--- src/rtl/if_id_stage_pkg.sv ---
// Shared definitions for the fetch front end: RV32I opcodes, the bubble word,
// the fetch FSM encoding and the register-usage helpers used by hazard detection.
package if_id_stage_pkg;

    localparam logic [6:0] OP_R     = 7'b0110011;
    localparam logic [6:0] OP_S     = 7'b0100011;
    localparam logic [6:0] OP_B     = 7'b1100011;
    localparam logic [6:0] OP_LUI   = 7'b0110111;
    localparam logic [6:0] OP_AUIPC = 7'b0010111;
    localparam logic [6:0] OP_JAL   = 7'b1101111;

    localparam logic [31:0] NOP_INST = 32'h0000_0013;

    typedef enum logic [1:0] {
        BOOT  = 2'd0,
        RUN   = 2'd1,
        STALL = 2'd2,
        FLUSH = 2'd3
    } fetch_state_t;

    // U-type and JAL carry immediate bits where rs1 would sit.
    function automatic logic reads_rs1(input logic [6:0] opcode);
        return !(opcode == OP_LUI || opcode == OP_AUIPC || opcode == OP_JAL);
    endfunction

    function automatic logic reads_rs2(input logic [6:0] opcode);
        return (opcode == OP_R || opcode == OP_S || opcode == OP_B);
    endfunction

endpackage

--- src/rtl/if_id_stage_hazard_detect.sv ---
// Combinational load-use detector: flags when the instruction in ID reads the
// register a load currently in EX is about to write.
module hazard_detect
    import if_id_stage_pkg::*;
(
    input  logic [31:0] ID_inst,
    input  logic        ID_valid,
    input  logic        EX_load,
    input  logic [4:0]  EX_rd,
    output logic        haz
);

    logic [6:0] opcode;
    logic [4:0] rs1;
    logic [4:0] rs2;
    logic       rs1_hit;
    logic       rs2_hit;
    logic       unused_bits;

    assign opcode = ID_inst[6:0];
    assign rs1    = ID_inst[19:15];
    assign rs2    = ID_inst[24:20];

    assign rs1_hit = reads_rs1(opcode) && (rs1 == EX_rd);
    assign rs2_hit = reads_rs2(opcode) && (rs2 == EX_rd);

    // x0 is never really written, so a load to x0 cannot create a dependency.
    assign haz = EX_load && (EX_rd != 5'd0) && ID_valid && (rs1_hit || rs2_hit);

    assign unused_bits = ^{ID_inst[31:25], ID_inst[14:7]};

endmodule

--- src/rtl/if_id_stage.sv ---
// Fetch front end: PC register, IF/ID pipeline register, load-use stall and EX
// redirect handling. Optional perf counters are enabled by IF_ID_PERF_CNT_EN.
module if_id_stage
    import if_id_stage_pkg::*;
#(
    parameter logic [31:0] RESET_PC = 32'h0000_0000,
    parameter logic [31:0] NOP_INST = if_id_stage_pkg::NOP_INST
) (
    input  logic        clk,
    input  logic        rst_n,
    input  logic [31:0] IF_inst_i,
    input  logic        EX_jump_i,
    input  logic [31:0] EX_target_i,
    input  logic        EX_load_i,
    input  logic [4:0]  EX_rd_i,
    output logic [31:0] IF_pc_o,
    output logic [31:0] ID_pc_o,
    output logic [31:0] ID_pc4_o,
    output logic [31:0] ID_inst_o,
    output logic        ID_valid_o,
    output logic        stop_o,
    output logic        flush_o
`ifdef IF_ID_PERF_CNT_EN
    ,
    output logic [31:0] stall_cnt_o,
    output logic [31:0] flush_cnt_o
`endif
);

    fetch_state_t state;
    fetch_state_t state_nxt;

    logic [31:0] pc_q;
    logic [31:0] id_pc_q;
    logic [31:0] id_inst_q;
    logic        id_valid_q;
    logic        haz;
    logic        redirect;
    logic [31:0] target_aligned;

    hazard_detect u_hazard_detect (
        .ID_inst  (id_inst_q),
        .ID_valid (id_valid_q),
        .EX_load  (EX_load_i),
        .EX_rd    (EX_rd_i),
        .haz      (haz)
    );

    // EX still holds reset state during BOOT, so any jump it reports is spurious.
    assign redirect       = EX_jump_i && (state != BOOT);
    assign target_aligned = EX_target_i & ~32'h3;

    assign flush_o = redirect;
    assign stop_o  = haz && !EX_jump_i;

    always_comb begin
        state_nxt = state;
        case (state)
            BOOT: state_nxt = RUN;
            RUN, STALL, FLUSH: begin
                if (redirect)
                    state_nxt = FLUSH;
                else if (haz)
                    state_nxt = STALL;
                else
                    state_nxt = RUN;
            end
            default: state_nxt = BOOT;
        endcase
    end

    // A squash leaves ID_pc untouched; only the instruction and valid bit are bubbled.
    always_ff @(posedge clk) begin
        if (rst_n) begin
            state      <= BOOT;
            pc_q       <= RESET_PC;
            id_pc_q    <= 32'h0000_0000;
            id_inst_q  <= NOP_INST;
            id_valid_q <= 1'b0;
        end else begin
            state <= state_nxt;
            if (redirect) begin
                pc_q       <= target_aligned;
                id_inst_q  <= NOP_INST;
                id_valid_q <= 1'b0;
            end else if (!stop_o) begin
                pc_q       <= pc_q + 32'd4;
                id_pc_q    <= pc_q;
                id_inst_q  <= IF_inst_i;
                id_valid_q <= 1'b1;
            end
        end
    end

    assign IF_pc_o    = pc_q;
    assign ID_pc_o    = id_pc_q;
    assign ID_pc4_o   = id_pc_q + 32'd4;
    assign ID_inst_o  = id_inst_q;
    assign ID_valid_o = id_valid_q;

`ifdef IF_ID_PERF_CNT_EN
    always_ff @(posedge clk) begin
        if (rst_n) begin
            stall_cnt_o <= 32'h0000_0000;
            flush_cnt_o <= 32'h0000_0000;
        end else begin
            if (stop_o && stall_cnt_o != 32'hFFFF_FFFF)
                stall_cnt_o <= stall_cnt_o + 32'd1;
            if (flush_o && flush_cnt_o != 32'hFFFF_FFFF)
                flush_cnt_o <= flush_cnt_o + 32'd1;
        end
    end
`endif

endmodule

--- config.mk ---
export PLATFORM = sky130hd
export DESIGN_NAME = if_id_stage
export DESIGN_NICKNAME = d
export VERILOG_FILES = /design/src/rtl/if_id_stage_pkg.sv /design/src/rtl/if_id_stage_hazard_detect.sv /design/src/rtl/if_id_stage.sv
export SDC_FILE = /design/constraint.sdc
export NUM_CORES = 1
export LEC_CHECK = 0
export BUFFER_PORTS_ARGS = -buffer_cell sky130_fd_sc_hd__buf_2
export CORE_ASPECT_RATIO = 0.7
export CORE_MARGIN = 2
export CORE_UTILIZATION = 49
export DETAILED_ROUTE_END_ITERATION = 6
export MAX_ROUTING_LAYER = met4
export PLACE_DENSITY = 0.81
export SLEW_MARGIN = 20
export SYNTH_ARGS = -nofsm -noshare
export SYNTH_HDL_FRONTEND = slang
export SYNTH_SLANG_ARGS = --single-unit
--- constraint.sdc ---
create_clock -name clk -period 2.5 [get_ports clk]
set_input_delay 0.25 -clock clk [delete_from_list [all_inputs] [get_ports clk]]
set_output_delay 0.25 -clock clk [all_outputs]
set_load 0.01 [all_outputs]
Yosys cells after proc, flatten, opt, wreduce, memory -nomap -nowiden
Cells that the tools add are included.
Widths: inputs -> output; s select.
{"block": "word_totals", "reg_bits": 99, "inputBits": 73, "output_inout_bits": 131, "wordCells": 47}
{"block": "classes", "n_addsub": 2, "eq_ne": 12, "muxes": 5, "n_bitwise": 2, "reduce_logical": 20}
{"op": "$add 32x3->32 const B", "count": 2}
{"op": "$mux 32", "count": 2}
{"op": "$eq 7x6->1 const B", "count": 3}
{"op": "$eq 7x7->1 const B", "count": 2}
{"op": "$eq 5x5->1", "count": 2}
{"op": "$eq 7x5->1 const B", "count": 1}
{"op": "$logic_and 1x1->1", "count": 7}
{"op": "$logic_or 1x1->1", "count": 5}
{"op": "$reduce_bool 5->1", "count": 1}
{"op": "$eq 2x2->1 const B", "count": 2}
{"op": "$mux 2", "count": 2}
{"op": "$pmux 2 s2", "count": 1}
{"op": "$reduce_or 3->1", "count": 1}
{"op": "$eq 2x1->1 const B", "count": 1}
{"op": "$logic_not 1->1", "count": 2}
{"op": "$logic_not 2->1", "count": 1}
{"op": "$ne 2x1->1 const B", "count": 1}
{"op": "$not 1->1", "count": 2}
{"op": "$reduce_and 2->1", "count": 1}
{"op": "$reduce_bool 2->1", "count": 1}
{"op": "$reduce_or 2->1", "count": 1}

Depth between registers and ports, before layout
{"block": "depth", "word_depth": 10, "depth_mapped": 10, "ltp_nobuf": 7}

Modules after synthesis
Synthesis repeated with hierarchy kept, for this count alone.
{"block": "hier_totals", "hier_cells": 628, "hier_area_um2": 4815.9}
{"module": "if_id_stage", "n_inst": 1, "cells_per_inst": 605, "area_per_inst_um2": 4639.4, "seq_area_each_um2": 1901.8}
{"module": "hazard_detect", "n_inst": 1, "cells_per_inst": 23, "area_per_inst_um2": 176.4, "seq_area_each_um2": 0.0}

Worst setup path after synthesis
No wires, ideal clock.
{"block": "synth_timing", "path_kind": "flip-flop to output port", "startpoint": "register id_pc_q[8], in the netlist ID_pc_o[8]", "endpoint": "output ID_pc4_o[29]", "arrival_ns": 2.005, "t_required_ns": 2.250, "setup_slack_ns": 0.245, "path_stages_with_launch": 7, "n_path_buf": 0, "cell_sequence": "dfxtp_1 -> nand4_1 -> nor4_1 -> nand2_1 -> nor2_1 -> nand3_1 -> xnor2_1"}
{"block": "synth_between", "elab_chain_cells": 1}
{"element": "start: declaration", "line": "if_id_stage.sv:34", "rtl": "logic [31:0] id_pc_q;"}
{"element": "start signal: assignment", "line": "if_id_stage.sv:88", "rtl": "id_pc_q <= pc_q;"}
{"element": "$add 32x3->32", "line": "if_id_stage.sv:97", "rtl": "assign ID_pc4_o = id_pc_q + 32'd4;"}
{"element": "end: declaration", "line": "if_id_stage.sv:18", "rtl": "output logic [31:0] ID_pc4_o,"}
Every way passes these cells.

Worst setup path in the final report
{"block": "layout_timing", "startpoint": "register id_pc_q[10], in the netlist ID_pc_o[10]", "endpoint": "output ID_pc4_o[30]"}
The elaborated chain is that of the path after synthesis.

==> metrics.md <==
| Metric | Value |
|---|---|
| Setup_tns | `0 ps` |
| Post-synthesis cell type count | `56` |
| GR Layer Usage met1 | `33.7%` |
| Max Cap Viol | `0` |
| Worst r2r src | `IF_pc_o[8]` |
| Drt drc | `0` |
| Min-delay src | `IF_inst_i[1]` |
| Warnings, synthesis | `0` |
| Clock skew | `6.53 ps` |
| M2 GR Usage | `about 46%` |
| Antenna Nets Post-Route | `0` |
| Clk sink count | `95` |
| Placed Cells | `924` |
| Largest family of logic cells by synthesized area | `simple AND/OR/NAND/NOR gates` |
| Power Density | `541 nW/µm²` |
| Layout Nets | `887` |
| Crit path time final | `2380 ps` |
| Core area | `9830 µm²` |
| Total wire length | `15100 µm` |
| Die height | `88.6 µm` |
| Ys flop type | `dfxtp_1` |
| Clock transition at the registers of the reported paths | `around 60 ps` |
| Worst Setup Slack, final | `about 120 ps` |
| Io pins | `roughly 200` |
| Crit-path max FO | `4` |
| Global-route wire length before repair | `23700 µm` |
| Clk_lat worst skew | `roughly 340 ps` |
| Final Hold Vio Count | `0` |
| Req. time, crit path | `roughly 2300 ps` |
| GR Overflow Total | `0` |
| Post-synth EDFFs | `0` |
| Final HPWL DP | `10600 µm` |
| Syn-to-layout area delta | `29.5%` |
| Post-synth top area share | `a little under two fifths` |
| Vias in the first global route | `4951` |
| Starting Density | `50.9%` |
| Port Buffer Count | `195` |
| Met3 usage | `under 10%` |
| Critical path launch point type | `flop` |
| Asr flop ratio synth | `0%` |
| Avg Cell Area, Syn | `8.02 µm²` |
| Top cells by area, synth | `dfxtp_1 38%, nand2_1 8.0%, a21oi_1 7.2%, xnor2_1 4.0%, o32ai_2 3.6%` |
| Placer Congestion | `0.888` |
| Synthesized area | `around 5000 µm²` |
| Final Cycle Share | `between 90% and 100%` |
| Non-filler cells, final | `946` |
| Synth Area in XOR/XNOR | `just under 7%` |
| Critical Path Start | `ID_pc_o[10]` |
| Initial antenna violation count | `1` |
| Hold_ws | `126 ps` |
| Pre-CTS WS | `124 ps` |
| Synth Area in Adders | `less than 1%` |
| Fmax | `421 MHz` |
| Maximum vdd drop | `approximately 420 µV` |
| Yosys top cell by area | `dfxtp_1` |
| Vias/cell | `5.68` |
| DR WL/cell | `~16 µm` |
| Synthesized flop and latch total | `95` |
| Num CTS Buffers | `9` |
| RSZ-0062 raised after global routing | `yes` |
| Data arrival, critical path | `2130 ps` |
| Status | `complete, no violations` |
| Top Usage Layer GRT | `met2` |
| Fin. max-slew vios | `0` |
| Mux cell area share after synthesis | `3.40%` |
| Sequential share of the synthesized area | `38.0%` |
| Largest net degree at the start of global routing | `63` |
| Post-Synth Simple-Gate Area | `27.6%` |
| Clock Path Buffers | `2` |
| Starting DRT DRC Count | `442` |
| All-Layer GR Usage | `about 27%` |
| Die X | `125 µm` |
| Worst hold path type | `in -> reg` |
| CP Class | `reg -> out` |
| Endpoint class of the critical path | `primary output` |
| Final setup viols | `0` |
| Fin util | `roughly two thirds` |
| Die footprint | `about 11000 µm²` |
| Num rows | `30` |
| Via Count | `roughly 5400` |
| Ratio of cells with drive above 1 in the final layout | `33.3%` |
| Leak | `0.00296 µW` |
| Synth Area in Compound Gates | `~18%` |
| DR pass1 iterations | `5` |
| CTS tree | `yes` |
| CTS H-Tree Depth | `3` |
| Synthesized instance count | `625` |
| Clk root buf | `clkbuf_16` |
## cell usage in the layout (no fill, tap or decap), drive strengths merged, types with 4 or more instances in the layout
cell,synthesis,final
nand2b,15,15
xor2,16,16
nor3,18,18
nor4,8,8
clkbuf,27,11
nand4,13,13
clkinv,1,5
nand3,32,32
and3,7,7
inv,6,7
and2,4,4
a21oi,72,72
conb,1,6
o21ai,28,28
nand2,107,107
xnor2,23,23
o32ai,14,14
buf,20,218
nor2,47,47
nand3b,14,14
dfxtp,95,95
mux2i,17,17
## worst max-delay path, cell delays in order, from the launching register on
cell     delay (ps)
dfxtp_1         400
nand4_1         200
buf_4           210
nor3_2          210
buf_4           190
nand2_2         100
nor2_4          120
nand2_1          80
xnor2_1         140
buf_2           150
## cell type report
| cell class | count | area, µm² |
|---|---|---|
| sequential | 95 | 1920 |
| multi-input combinational | 481 | 2900 |
| inverter | 7 | 28.8 |
| clock inverter | 5 | 32.5 |
| clock buffer | 11 | 243 |
| timing repair buffer | 218 | 1200 |
| antenna | 1 | 2.50 |
| tap | 128 | 160 |
| fill | 832 | 3350 |
## final timing paths
path	endpoint	cells after the start	slack, ps
max	ID_pc4_o[30]	9	120
min reg2reg	ID_inst_o[28]	2	450
max reg2reg	IF_pc_o[23]	6	210
min	ID_inst_o[1]	3	130
## cells in the mapped netlist (2+ instances only)
| library cell | number |
|---|---|
| a211oi_1 | 3 |
| a21o_1 | 2 |
| a21oi_1 | 72 |
| a311oi_1 | 2 |
| and2_1 | 4 |
| and3_1 | 7 |
| and4_1 | 3 |
| buf_2 | 5 |
| buf_4 | 10 |
| buf_6 | 5 |
| clkbuf_1 | 26 |
| dfxtp_1 | 95 |
| ha_1 | 2 |
| inv_1 | 5 |
| mux2i_1 | 17 |
| nand2_1 | 107 |
| nand2b_1 | 15 |
| nand3_1 | 31 |
| nand3b_1 | 13 |
| nand4_1 | 13 |
| nor2_1 | 47 |
| nor3_1 | 18 |
| nor3b_1 | 2 |
| nor4_1 | 6 |
| nor4b_1 | 2 |
| o2111ai_1 | 2 |
| o21a_1 | 2 |
| o21ai_0 | 28 |
| o31a_1 | 2 |
| o31ai_1 | 3 |
| o32ai_1 | 3 |
| o32ai_2 | 11 |
| or3_1 | 2 |
| xnor2_1 | 23 |
| xor2_1 | 16 |
## per-layer routing
layer	up-vias	routed length, µm
met5	-	0
met4	0	289
met3	27	1070
met2	243	7220
met1	2542	6540
li1	2557	-
## logic make-up (layout without fill, tap and decap cells)
group,count (synthesis),in the layout
XOR/XNOR,39,39
buffers and inverters,54,241
AND/OR/NAND/NOR,280,280
flip-flops,95,95
AO/OA/AOI/OAI,137,137
other,1,7
adder cells (fa/ha/maj),2,2
multiplexers,17,17
## through the flow
| step | cell area (µm²) | total power, µW |
|---|---|---|
| detailed placement | 6100 | 2250 |
| finish | 6490 | 3510 |
| global route | 6490 | 3640 |
| global placement | 6100 | 2230 |
| floorplan | 5030 | 2010 |
| CTS | 6420 | 3530 |
## report_power, final
group	total [µW]	switching, µW	internal [µW]
clock	1280	576	702
sequential	1700	105	1600
combinational	531	294	237
## state kept, by name (all words and copies together) (netlist names)
register,cells
IF_pc_o,30
state,2
ID_inst_o,32
ID_valid_o,1
ID_pc_o,30
## repair_timing
action | CTS | global route
resized for setup | 7 | 19
endpoints found under the hold margin | 0 | 0
hold buffers | 0 | 0
pin swaps | 2 | 6
setup endpoints to repair | 6 | 7
buffers inserted | 3 | 2
Note: power is estimated with default switching activity, not from simulation.
